**src/rtl/fifo_sys_pkg.sv**
```systemverilog
// Shared types and default sizes for the KEY/switch driven SDRAM FIFO system.
package fifo_sys_pkg;
    localparam int DEPTH_LOG2_DEF = 4;
    localparam int DATA_W_DEF     = 4;
    localparam int MEM_W          = 16;
    localparam int ADDR_W_DEF     = 25;

    typedef enum logic [1:0] {
        IDLE  = 2'd0,
        WRITE = 2'd1,
        READ  = 2'd2
    } state_t;
endpackage

```
**src/rtl/fifo_ptr_count.sv**
```systemverilog
// Head/tail pointers and occupancy count for the SDRAM-backed FIFO.
module fifo_ptr_count
    import fifo_sys_pkg::*;
#(
    parameter int DEPTH_LOG2 = DEPTH_LOG2_DEF
) (
    input  logic                  clk,
    input  logic                  rst,
    input  logic                  inc_wr,
    input  logic                  inc_rd,
    output logic [DEPTH_LOG2-1:0] wr_ptr,
    output logic [DEPTH_LOG2-1:0] rd_ptr,
    output logic [DEPTH_LOG2:0]   count,
    output logic                  full,
    output logic                  empty
);
    localparam int DEPTH = 1 << DEPTH_LOG2;

    // Pointers wrap naturally at DEPTH; count alone decides full/empty.
    always_ff @(posedge clk) begin
        if (rst) begin
            wr_ptr <= '0;
            rd_ptr <= '0;
            count  <= '0;
        end else begin
            if (inc_wr) wr_ptr <= wr_ptr + 1'b1;
            if (inc_rd) rd_ptr <= rd_ptr + 1'b1;
            case ({inc_wr, inc_rd})
                2'b10:   count <= count + 1'b1;
                2'b01:   count <= count - 1'b1;
                default: count <= count;
            endcase
        end
    end

    assign full  = (count == (DEPTH_LOG2+1)'(DEPTH));
    assign empty = (count == '0);
endmodule

```
**src/rtl/fifo_ptr_ctrl.sv**
```systemverilog
// FIFO sequencer: turns write/read pulses into addressed SDRAM requests,
// tracks occupancy and reports overflow/underflow/timeout conditions.
module fifo_ptr_ctrl
    import fifo_sys_pkg::*;
#(
    parameter int          DEPTH_LOG2 = DEPTH_LOG2_DEF,
    parameter int          DATA_W     = DATA_W_DEF,
    parameter int          ADDR_W     = ADDR_W_DEF,
    parameter int unsigned BASE_ADDR  = 0,
    parameter int          TIMEOUT    = 64
) (
    input  logic                  clk,
    input  logic                  rst,
    input  logic                  wr,
    input  logic                  rd,
    input  logic [DATA_W-1:0]     din,
    output logic                  mem_wr_req,
    output logic                  mem_rd_req,
    output logic [ADDR_W-1:0]     mem_addr,
    output logic [MEM_W-1:0]      mem_wdata,
    input  logic                  mem_done,
    input  logic [MEM_W-1:0]      mem_rdata,
    output logic [DATA_W-1:0]     dout,
    output logic                  dout_valid,
    output logic [DEPTH_LOG2:0]   count,
    output logic                  full,
    output logic                  empty,
    output logic                  busy,
    output logic                  overflow,
    output logic                  underflow,
    output logic                  timeout_err
);
    localparam int TCNT_W = ($clog2(TIMEOUT) > 0) ? $clog2(TIMEOUT) : 1;
    localparam logic [TCNT_W-1:0] TCNT_LAST = TCNT_W'(TIMEOUT - 1);

    state_t                  state, next_state;
    logic                    wr_pend, rd_pend;
    logic [DATA_W-1:0]       wdata_q;
    logic [TCNT_W-1:0]       tcnt;
    logic [DEPTH_LOG2-1:0]   wr_ptr, rd_ptr;
    logic                    inc_wr, inc_rd;
    logic                    clr_wr, clr_rd;
    logic                    rej_wr, rej_rd;
    logic                    abort;

    fifo_ptr_count #(.DEPTH_LOG2(DEPTH_LOG2)) u_ptr_count (
        .clk    (clk),
        .rst    (rst),
        .inc_wr (inc_wr),
        .inc_rd (inc_rd),
        .wr_ptr (wr_ptr),
        .rd_ptr (rd_ptr),
        .count  (count),
        .full   (full),
        .empty  (empty)
    );

    // Full/empty are judged at service time; a rejected command never reaches the SDRAM.
    always_comb begin
        next_state = state;
        inc_wr     = 1'b0;
        inc_rd     = 1'b0;
        clr_wr     = 1'b0;
        clr_rd     = 1'b0;
        rej_wr     = 1'b0;
        rej_rd     = 1'b0;
        abort      = 1'b0;
        case (state)
            IDLE: begin
                if (wr_pend) begin
                    if (full) begin
                        clr_wr = 1'b1;
                        rej_wr = 1'b1;
                    end else begin
                        next_state = WRITE;
                    end
                end else if (rd_pend) begin
                    if (empty) begin
                        clr_rd = 1'b1;
                        rej_rd = 1'b1;
                    end else begin
                        next_state = READ;
                    end
                end
            end
            WRITE: begin
                if (mem_done) begin
                    inc_wr     = 1'b1;
                    clr_wr     = 1'b1;
                    next_state = IDLE;
                end else if (tcnt == TCNT_LAST) begin
                    clr_wr     = 1'b1;
                    abort      = 1'b1;
                    next_state = IDLE;
                end
            end
            READ: begin
                if (mem_done) begin
                    inc_rd     = 1'b1;
                    clr_rd     = 1'b1;
                    next_state = IDLE;
                end else if (tcnt == TCNT_LAST) begin
                    clr_rd     = 1'b1;
                    abort      = 1'b1;
                    next_state = IDLE;
                end
            end
            default: next_state = IDLE;
        endcase
    end

    // A second command of the same kind while one is pending is dropped,
    // which also keeps wdata_q frozen for the whole WRITE.
    always_ff @(posedge clk) begin
        if (rst) begin
            state       <= IDLE;
            wr_pend     <= 1'b0;
            rd_pend     <= 1'b0;
            wdata_q     <= '0;
            tcnt        <= '0;
            dout        <= '0;
            dout_valid  <= 1'b0;
            overflow    <= 1'b0;
            underflow   <= 1'b0;
            timeout_err <= 1'b0;
        end else begin
            state <= next_state;
            tcnt  <= (state == IDLE) ? '0 : tcnt + 1'b1;

            if (wr && !wr_pend) begin
                wr_pend <= 1'b1;
                wdata_q <= din;
            end else if (clr_wr) begin
                wr_pend <= 1'b0;
            end

            if (rd && !rd_pend) begin
                rd_pend <= 1'b1;
            end else if (clr_rd) begin
                rd_pend <= 1'b0;
            end

            overflow   <= (wr && wr_pend) || rej_wr;
            underflow  <= (rd && rd_pend) || rej_rd;
            dout_valid <= inc_rd;
            if (inc_rd) dout <= mem_rdata[DATA_W-1:0];
            if (abort) timeout_err <= 1'b1;
        end
    end

    assign mem_wr_req = (state == WRITE);
    assign mem_rd_req = (state == READ);
    assign busy       = (state != IDLE);
    assign mem_addr   = ADDR_W'(BASE_ADDR) + ADDR_W'((state == READ) ? rd_ptr : wr_ptr);
    assign mem_wdata  = MEM_W'(wdata_q);
endmodule
```
**config.mk**
```make
export PLATFORM = sky130hd
export DESIGN_NAME = fifo_ptr_ctrl
export DESIGN_NICKNAME = d
export VERILOG_FILES = /design/src/rtl/fifo_sys_pkg.sv /design/src/rtl/fifo_ptr_count.sv /design/src/rtl/fifo_ptr_ctrl.sv
export SDC_FILE = /design/constraint.sdc
export NUM_CORES = 1
export LEC_CHECK = 0
export BUFFER_PORTS_ARGS = -buffer_cell sky130_fd_sc_hd__buf_2
export CAP_MARGIN = 10
export CORE_MARGIN = 2
export CORE_UTILIZATION = 48
export CTS_CLUSTER_DIAMETER = 200
export DETAILED_ROUTE_END_ITERATION = 8
export PLACE_DENSITY = 0.83
export SYNTH_ARGS = -nofsm -noshare
export SYNTH_HDL_FRONTEND = slang
export SYNTH_HIERARCHICAL = 1
export SYNTH_SLANG_ARGS = --single-unit
```
**constraint.sdc**
```tcl
create_clock -name clk -period 3.15 [get_ports clk]
set_input_delay 0.63 -clock clk [delete_from_list [all_inputs] [get_ports clk]]
set_output_delay 0.63 -clock clk [all_outputs]
set_load 0.005 [all_outputs]
```
# Yosys cells after proc, flatten, opt, wreduce, memory -nomap -nowiden
# Index checks and enable logic that the tools add are counted.
dict set report word_totals {
  output_inout_bits 59
  ff_bits 35
}
dict set report op_classes {
  n_addsub 5
  mux 29
  n_eq_ne 10
  reduce_logical 17
}
# cell n
set ops {}
lappend ops {{1-bit two-way mux} 18}
lappend ops {{2-bit two-way mux} 6}
lappend ops {{5-bit case mux with 2 select lines} 1}
lappend ops {{3-bit inequality test, second input constant} 3}
lappend ops {{4-bit by 1-bit adder with 4-bit output, second input constant} 2}
lappend ops {{2-bit nonzero test} 4}
lappend ops {{6-bit by 1-bit adder with 6-bit output, second input constant} 1}
lappend ops {{6-bit == test, second input constant} 1}
lappend ops {{5-bit by 1-bit adder with 5-bit output, second input constant} 1}
lappend ops {{5-bit == test, second input constant} 1}
lappend ops {{5-bit zero test} 1}
lappend ops {{5-bit by 1-bit subtractor with 5-bit output, second input constant} 1}
lappend ops {{2-bit by 1-bit == test with 1-bit output, second input constant} 2}
lappend ops {{2-bit == test, second input constant} 2}
lappend ops {{1-bit logical AND} 4}
lappend ops {{4-bit two-way mux} 1}
lappend ops {{1-bit case mux with 2 select lines} 2}
lappend ops {{2-bit case mux with 2 select lines} 1}
lappend ops {{4-bit AND reduction} 1}
lappend ops {{2-bit OR reduction} 2}
lappend ops {{3-bit by 1-bit inequality test with 1-bit output, second input constant} 1}
lappend ops {{1-bit zero test} 2}
lappend ops {{2-bit zero test} 1}
lappend ops {{1-bit logical OR} 2}

# Depth between registers and ports, before layout
# Gate-level depths: netlist of run 1.
dict set report depth {
  word_depth 7
  mapped_depth 12
  ltp_nobuf 11
}

# Hierarchy
# Netlist of run 1, hierarchy kept.
# module n_inst seq_area_each_um2 area_per_inst_um2 cells_per_inst
set by_module_without_submodules {}
lappend by_module_without_submodules {fifo_ptr_ctrl 1 440.4 1217.4 145}
lappend by_module_without_submodules {fifo_ptr_count 1 260.2 748.2 84}

# Least setup slack after synthesis of run 1
# OpenSTA, ideal clock, no wires.
dict set report synth_path {
  path_type {flip-flop to flip-flop}
  from {register state[0]}
  to {register u_ptr_count.count[4]}
  n_path_buf 1
  required_time_ns 3.027
  t_arrival_ns 2.475
  stages_incl_launch_ff 13
  path_slack_ns 0.552
  period_less_slack_ns 2.598
  setup_time_ns 0.123
  path_cell_list {dfxtp_1 inv_1 ha_1 nand2_1 inv_1 ha_1 buf_6 xor2_1 ha_1 o21ai_0 a21oi_1 o32ai_1 mux2_1}
}
dict set report synth_via {
  elab_chain_cells 4
  word_cells_on_any_way 8
}
# item line_no
set synth_rtl {}
lappend synth_rtl {{start: declaration} fifo_ptr_ctrl.sv:36} ;# state_t state, next_state;
lappend synth_rtl {{start signal: assignment} fifo_ptr_ctrl.sv:127} ;# state <= next_state;
lappend synth_rtl {{2-bit == test *} -}
lappend synth_rtl {{net mem_rd_req} fifo_ptr_ctrl.sv:18} ;# output logic mem_rd_req,
lappend synth_rtl {{1-bit two-way mux *} fifo_ptr_ctrl.sv:68} ;# case (state)
lappend synth_rtl {{net inc_rd} fifo_ptr_ctrl.sv:41} ;# logic inc_wr, inc_rd;
lappend synth_rtl {{2-bit by 1-bit == test with 1-bit output or 2-bit == test (tied branches)} fifo_ptr_count.sv:28} ;# case ({inc_wr, inc_rd})
lappend synth_rtl {{5-bit case mux with 2 select lines or 2-bit nonzero test (tied branches)} -}
lappend synth_rtl {{end signal: assignment} fifo_ptr_count.sv:29} ;# 2'b10: count <= count + 1'b1;
lappend synth_rtl {{end signal: assignment} fifo_ptr_count.sv:30} ;# 2'b01: count <= count - 1'b1;
lappend synth_rtl {{end signal: assignment} fifo_ptr_count.sv:31} ;# default: count <= count;
lappend synth_rtl {{end: declaration} fifo_ptr_count.sv:13} ;# output logic [DEPTH_LOG2:0] count,
# The timed path passes the listed nets; every way through them passes the cells marked *.
# A chain may end at the register's enable or synchronous reset.

# Worst setup path in the final report of run 1
dict set report layout_path {
  from {register state[0]}
  to {register u_ptr_count.count[4]}
}
dict set report layout_via {
  elab_chain_cells 4
  word_cells_on_any_way 8
}
# item line_no
set layout_rtl {}
lappend layout_rtl {{2-bit == test *} fifo_ptr_ctrl.sv:68}
lappend layout_rtl {{1-bit two-way mux *} fifo_ptr_ctrl.sv:68}
lappend layout_rtl {{net inc_rd} fifo_ptr_ctrl.sv:41}
lappend layout_rtl {{2-bit by 1-bit == test with 1-bit output or 2-bit == test (tied branches)} fifo_ptr_count.sv:28}
lappend layout_rtl {{5-bit case mux with 2 select lines or 2-bit nonzero test (tied branches)} -}
# Marks and branches as above.

==> results of run 1 <==
## sequential cells by signal, summed over array words and instances (netlist names), 2 cells and up
register            count
u_ptr_count/wr_ptr      4
u_ptr_count/count       5
dout                    4
u_ptr_count/rd_ptr      4
tcnt                    6
wdata_q                 4
state                   2
## kinds of logic after synthesis
family / share of synthesized area
buf+inv: 0.1731
compound gates: 0.09739
mux: 0.06938
simple gates: 0.1802
flops: 0.3565
other cells: 0.001908
fa+ha+maj: 0.06365
xor+xnor: 0.05793
## metal layers
layer / routed length, um / global-route usage
met1: 1596 / 0.2002
met2: 1700 / 0.2500
met3: 209 / 0.05263
met4: 36 / 0.07500
met5: 0 / 0
## critical path, stage by stage (launching register included)
cell	delay [ns]
dfxtp_1	0.32
inv_1	0.09
ha_1	0.34
nand2_1	0.22
inv_1	0.12
ha_1	0.35
xor2_1	0.12
ha_1	0.24
o21ai_0	0.15
a21oi_1	0.06
o32ai_1	0.38
mux2_1	0.35
## worst min-delay path by stage
stage / end / from / slack, ns
after floorplan: tcnt[0] / tcnt[0] / 0.43
after global placement: dout[2] / dout[2] / 0.44
after detailed placement: dout[2] / dout[2] / 0.45
after CTS: dout[2] / dout[2] / 0.46
after global routing: dout[2] / dout[2] / 0.48
final: dout[2] / dout[2] / 0.46
## power groups by stage
| stage | Combinational (mW) | Clock (mW) | Sequential (mW) |
|---|---|---|---|
| floorplan | 0.110 | 0 | 0.478 |
| global placement | 0.112 | 0 | 0.479 |
| detailed placement | 0.114 | 0 | 0.479 |
| CTS | 0.115 | 0.370 | 0.470 |
| global route | 0.134 | 0.387 | 0.471 |
| finish | 0.115 | 0.355 | 0.470 |
## through the flow
stage | utilization | hold WS (ns) | cell area (um^2)
4_1_cts | 0.5416 | 0.4596 | 2151
3_3_place_gp | 0.5164 | 0.4448 | 2051
6_report | 0.5416 | 0.4575 | 2151
5_1_grt | 0.5416 | 0.4781 | 2151
2_1_floorplan | - | 0.4299 | 2086
3_5_place_dp | 0.5164 | 0.4487 | 2051
## cell type report
| cell class | instances | area share |
|---|---|---|
| clock buffers | 8 | 0.04654 |
| inverters | 12 | 0.02094 |
| multi-input cells | 172 | 0.4857 |
| flip-flops and latches | 35 | 0.3258 |
| well taps | 50 | 0.02909 |
| repair buffers | 39 | 0.09191 |
## Yosys cell counts
cell       instances  area share
and3b_1            1      0.0045
a2111oi_2          1      0.0076
and3_1             1      0.0032
and2_1             1      0.0032
a2111oi_1          1      0.0051
mux2i_1            8       0.041
o211ai_1           1      0.0038
and2b_2            1      0.0045
nor2b_4            1      0.0070
mux2_1             1      0.0057
inv_1             12       0.023
a21o_2             1      0.0045
o31ai_1            2      0.0076
nor2_1            33       0.063
dfxtp_1           35        0.36
mux2_2             4       0.023
nand4_1            2      0.0064
nor2b_1            3      0.0095
o21ai_0            2      0.0051
conb_1             1      0.0019
buf_4             34        0.13
buf_6              1      0.0057
buf_2              2      0.0051
clkbuf_1           5      0.0095
a311oi_1           1      0.0045
a21oi_1           11       0.028
o32ai_1            1      0.0045
nand2b_1           1      0.0032
ha_1              10       0.064
or2_2              1      0.0032
nand3_1            6       0.015
a31oi_1            3      0.0095
xnor2_1            4       0.018
xor2_1             9       0.040
o21ai_2            1      0.0045
a311o_1            1      0.0051
or3_1              1      0.0032
o211a_1            1      0.0051
or4_1              1      0.0038
nor3_1             1      0.0025
nor3b_1            4       0.015
o21ai_1            1      0.0025
nand2_1           17       0.032
==> impl_metrics.json, run 1 <==
{
  "run_status": "finished clean",
  "synth_warnings": 6,
  "cts-root-buf": "clkbuf_8",
  "hold_buffers": 0,
  "register_clock_pin_slew_on_the_reported_worst_setup_and_hold_paths_ns": 0.07,
  "clock_tree_from_tritoncts": "done",
  "grt-ovfl-total": 0,
  "synth.distinct_cells": 43,
  "timing_max_transition_violations_final": 0,
  "drive_gt1_frac": 0.2105,
  "setup_viol_count_final": 0,
  "cts_resized": 0,
  "fmax_ghz": 0.3494,
  "min_path_type": "flop to flop",
  "setup.worst_path.start": "state[0]",
  "worstPathMaxFanout": 9,
  "dieArea_mm2": 0.004623,
  "power.clock.fraction": 0.378,
  "clock_tree.htree_level_count": 2,
  "number_of_endpoints_with_negative_hold_slack_in_the_final_report": 0,
  "postCtsSetupRepairBufs": 0,
  "final_critical_delay_including_setup_and_external_delays_ns": 2.862,
  "grt_pass1_vias": 1179,
  "finalNonFillerCells": 316,
  "multi_input_comb_area_mm2": 0.001045,
  "ys_ff_latch": 35,
  "clock-skew-final_ns": 0.007403,
  "route.detailed.drc": 0,
  "placementRows": 23,
  "register_area_um2": 700.7,
  "post-layout-total-power_mw": 0.9404,
  "average_wire_per_cell_in_the_routed_design_um": 11.21,
  "slew-limit-headroom": 0.5853,
  "fillers": 369,
  "synth_sequential_area_ratio": 0.3565,
  "place_congestion": 0.8111,
  "layout_worst_path_cycle_share": 0.9086,
  "boundaryPins": 84,
  "netSwitchingFraction": 0.2511,
  "diodes_inserted": 0,
  "wire_length_of_the_first_global_routing_pass_mm": 5.492,
  "r2r_cells": 11,
  "die_x_um": 67.99,
  "detail_route.first_pass.iterations": 4,
  "critical_path.endpoint": "u_ptr_count/count[4]",
  "critical_path_class": "flop to flop",
  "buffer_ports.inserted": 38,
  "worst_ir_drop_vdd_v": 0.0003143,
  "synth.avg_cell_area_um2": 8.584,
  "power.leakage_nw": 1.043,
  "drt-vias-per-instance": 4.801,
  "cts_inserted_buffers": 5,
  "nNetsFinal": 300,
  "synth_area_mm2": 0.001966,
  "max_cap_viols": 0,
  "numClockSinks": 35,
  "syn-instance-count": 229,
  "power.net_switching_mw": 0.2361,
  "core_outline_area_mm2": 0.003971,
  "die_height_um": 67.99,
  "grt_use_total": 0.1606,
  "reg_to_reg_startpoint": "state[0]",
  "drt-total-wl_mm": 3.543,
  "commonest_non_fill_non_tap_cells_in_the_layout": "buf_2 (38), dfxtp_1 (35), nor2_1 (33), conb_1 (33), nand2_1 (17)",
  "initial_cell_density_of_the_core": 0.4950,
  "power.share.sequential": 0.500,
  "start_kind": "flop",
  "finalSetupTns_ns": 0,
  "rr_endpoint": "u_ptr_count/count[4]",
  "route.vias.total": 1517,
  "critical_path_data_arrival_time_ns": 3.04,
  "final_common_cell": "buf_2",
  "power_density_mw_per_mm2": 437.2,
  "dr.first_iter.drc_count": 56,
  "end_kind": "flop",
  "worst_pin_slew_ns": 0.6221,
  "pwr-share-comb": 0.122,
  "cp_data_required_time_ns": 3.33,
  "p_int_mw": 0.7043,
  "placed_cells": 308,
  "rsz0062_at_grt": "false",
  "post-dp-hpwl_mm": 2.526,
  "syn2layout_area_growth_pct": 9.421,
  "antenna_left": 0,
  "min_delay_path_depth": 2,
  "grt_max_degree": 35,
  "pre_cts_slack_ns": 0.2951,
  "regToRegSetupSlack_ns": 0.29,
  "insertion_delay_of_the_later_clocked_pin_in_the_worst_skew_pair_ns": 0.29,
  "deepest_clock_path_buffer_count": 2,
  "timing.final.ws_setup_ns": 0.2880,
  "grt_antenna_before_repair": 0
}
(Power assumes the default switching activity.)
==> run 2: changes to the inputs <==
--- a/config.mk
+++ b/config.mk
@@ -5,7 +5,7 @@
 export SDC_FILE = /design/constraint.sdc
 export NUM_CORES = 1
 export LEC_CHECK = 0
-export BUFFER_PORTS_ARGS = -buffer_cell sky130_fd_sc_hd__buf_2
+export BUFFER_PORTS_ARGS = -buffer_cell sky130_fd_sc_hd__clkbuf_2
 export CAP_MARGIN = 10
 export CORE_MARGIN = 2
 export CORE_UTILIZATION = 48
==> run 2 against run 1 <==
Compared with the run above:
- via count stayed put
- critical endpoint unchanged
- global-route usage is 0.31 points lower
- largest cell class unchanged
- critical path type unchanged
- clock power shrank 13%
- clock skew shrank 0.0014 ns
- die area unchanged
- first-iteration DRC count rose by 91%
==> impl_metrics.json, run 2 (same netlist as run 1, synthesis figures left out) <==
{
  "drt-total-wl_mm": 3.405,
  "post-dp-hpwl_mm": 2.590,
  "number_of_endpoints_with_negative_hold_slack_in_the_final_report": 0,
  "grt_use_total": 0.1575,
  "met2WireLength_mm": 1.624,
  "antenna_left": 0,
  "finalSetupTns_ns": 0,
  "slowest_delay_ns": 0.38,
  "worst_pin_slew_ns": 0.6904,
  "dieArea_mm2": 0.004623,
  "slew-limit-headroom": 0.5397,
  "average_wire_per_cell_in_the_routed_design_um": 10.78,
  "cpMostUsedCell": "ha_1",
  "die_height_um": 67.99,
  "diodes_inserted": 0,
  "grt_max_degree": 35,
  "maxUsedRoutingLayer": "met4",
  "timing_max_transition_violations_final": 0,
  "critical_path.cell_chain": "inv_1, ha_1, nand2_1, inv_1, ha_1, xor2_1, ha_1, o21ai_0, a21oi_1, o32ai_1, mux2_1",
  "critical_path_data_arrival_time_ns": 3.02,
  "route.detailed.drc": 0,
  "worstPathMaxFanout": 9,
  "clock_tree.htree_level_count": 2,
  "cts-root-buf": "clkbuf_8",
  "insertion_delay_of_the_later_clocked_pin_in_the_worst_skew_pair_ns": 0.29,
  "grt_pass1_vias": 1200,
  "cp_data_required_time_ns": 3.33,
  "met3RoutedLength_um": 224,
  "core_outline_area_mm2": 0.003971,
  "wire_length_of_the_first_global_routing_pass_mm": 5.395,
  "top_register": "tcnt",
  "rsz0062_at_grt": "false",
  "worst_ir_drop_vdd_v": 0.0003554,
  "regToRegSetupSlack_ns": 0.31,
  "register_clock_pin_slew_on_the_reported_worst_setup_and_hold_paths_ns": 0.07,
  "grt_antenna_before_repair": 0,
  "critical_path.endpoint": "u_ptr_count/count[4]",
  "power.leakage_nw": 1.017,
  "setup.worst_path.start": "state[0]",
  "nNetsFinal": 300,
  "hold_buffers": 0,
  "post-layout-total-power_mw": 0.8931,
  "hold_slack_ns": 0.4576,
  "reg.largest.list": "tcnt: 6 flops, u_ptr_count/count: 5 flops",
  "deepest_clock_path_buffer_count": 2,
  "final_critical_delay_including_setup_and_external_delays_ns": 2.843,
  "placementRows": 23,
  "min_path_type": "flop to flop",
  "run_status": "finished clean",
  "postCtsSetupRepairBufs": 0,
  "max_cap_viols": 0,
  "fmax_ghz": 0.3517,
  "commonest_non_fill_non_tap_cells_in_the_layout": "clkbuf_2 (38), dfxtp_1 (35), nor2_1 (33), conb_1 (33), nand2_1 (17)",
  "buffer_ports.inserted": 38,
  "setup_viol_count_final": 0,
  "rr_endpoint": "u_ptr_count/count[4]",
  "reg_to_reg_startpoint": "state[0]",
  "end_kind": "flop",
  "largest_register_ff_count": 6,
  "boundaryPins": 84,
  "syn2layout_area_growth_pct": 8.466,
  "die_x_um": 67.99,
  "cts_inserted_buffers": 5,
  "power_density_mw_per_mm2": 418.9,
  "cts_resized": 0,
  "r2r_cells": 11,
  "clock-skew-final_ns": 0.006028,
  "initial_cell_density_of_the_core": 0.4950,
  "drt-vias-per-instance": 4.801,
  "place_congestion": 0.8055,
  "detail_route.first_pass.iterations": 4,
  "start_kind": "flop",
  "route.vias.total": 1517,
  "detail_route.wirelength.met1_mm": 1.472,
  "crit_path_top_delay_cell": "o32ai_1",
  "dr.first_iter.drc_count": 107,
  "grt-ovfl-total": 0,
  "layout_worst_path_cycle_share": 0.9026,
  "numClockSinks": 35,
  "clock_tree_from_tritoncts": "done",
  "final_common_cell": "clkbuf_2",
  "critical_path_class": "flop to flop",
  "drive_gt1_frac": 0.2068
}
## run 2: changes by cell type in the layout (fill, tap and decap cells not counted)
| cell | before | now |
|---|---|---|
| clkbuf_1 | 1 | 2 |
| clkbuf_2 | 0 | 38 |
| buf_2 | 38 | 0 |
| clkbuf_8 | 7 | 5 |
| clkinv_2 | 0 | 1 |
## run 2: critical path: cells and delay by family, from the launching register on
kind / cells / cell delay, ns
compound gates: 3 / 0.60
xor+xnor: 1 / 0.12
fa+ha+maj: 3 / 0.93
buf+inv: 2 / 0.22
flops: 1 / 0.32
mux: 1 / 0.35
simple gates: 1 / 0.22
## run 2: per-stage QoR
step / std cells / setup slack [ns] / util / area [um^2]
final: 316 / 0.3068 / 0.5369 / 2132
after CTS: 316 / 0.3026 / 0.5369 / 2132
after floorplan: 261 / 0.5516 / - / 2086
after global routing: 316 / 0.1415 / 0.5369 / 2132
after global placement: 308 / 0.3555 / 0.5164 / 2051
after detailed placement: 308 / 0.2669 / 0.5164 / 2051
## run 2: worst min-delay path by stage
stage | startpoint | to | cells past startpoint
floorplan | tcnt[0] | tcnt[0] | 1
CTS | dout[1] | dout[1] | 2
finish | dout[1] | dout[1] | 2
global route | dout[1] | dout[1] | 2
global placement | dout[1] | dout[1] | 2
detailed placement | dout[1] | dout[1] | 2
## run 2: power by group
part	switching (mW)	leakage (nW)	internal [mW]	total (mW)
Sequential	0.0125	0.284	0.457	0.470
Clock	0.153	0.0422	0.155	0.308
Combinational	0.0671	0.691	0.0477	0.115
## run 2: layer usage
metal | track usage | vias to the layer above
met5 | 0 | -
met4 | 0.09000 | 0
met2 | 0.2354 | 50
met3 | 0.04276 | 8
li1 | - | 764
met1 | 0.2033 | 695
## run 2: final cells by class
class / instances / area, um^2
Clock buffer: 7 / 76.32
Tap cell: 50 / 62.56
Sequential cell: 35 / 700.7
Inverter: 12 / 45.04
Fill cell: 391 / 1839
Timing Repair Buffer: 39 / 197.7
Clock inverter: 1 / 5.005
Multi-Input combinational cell: 172 / 1045
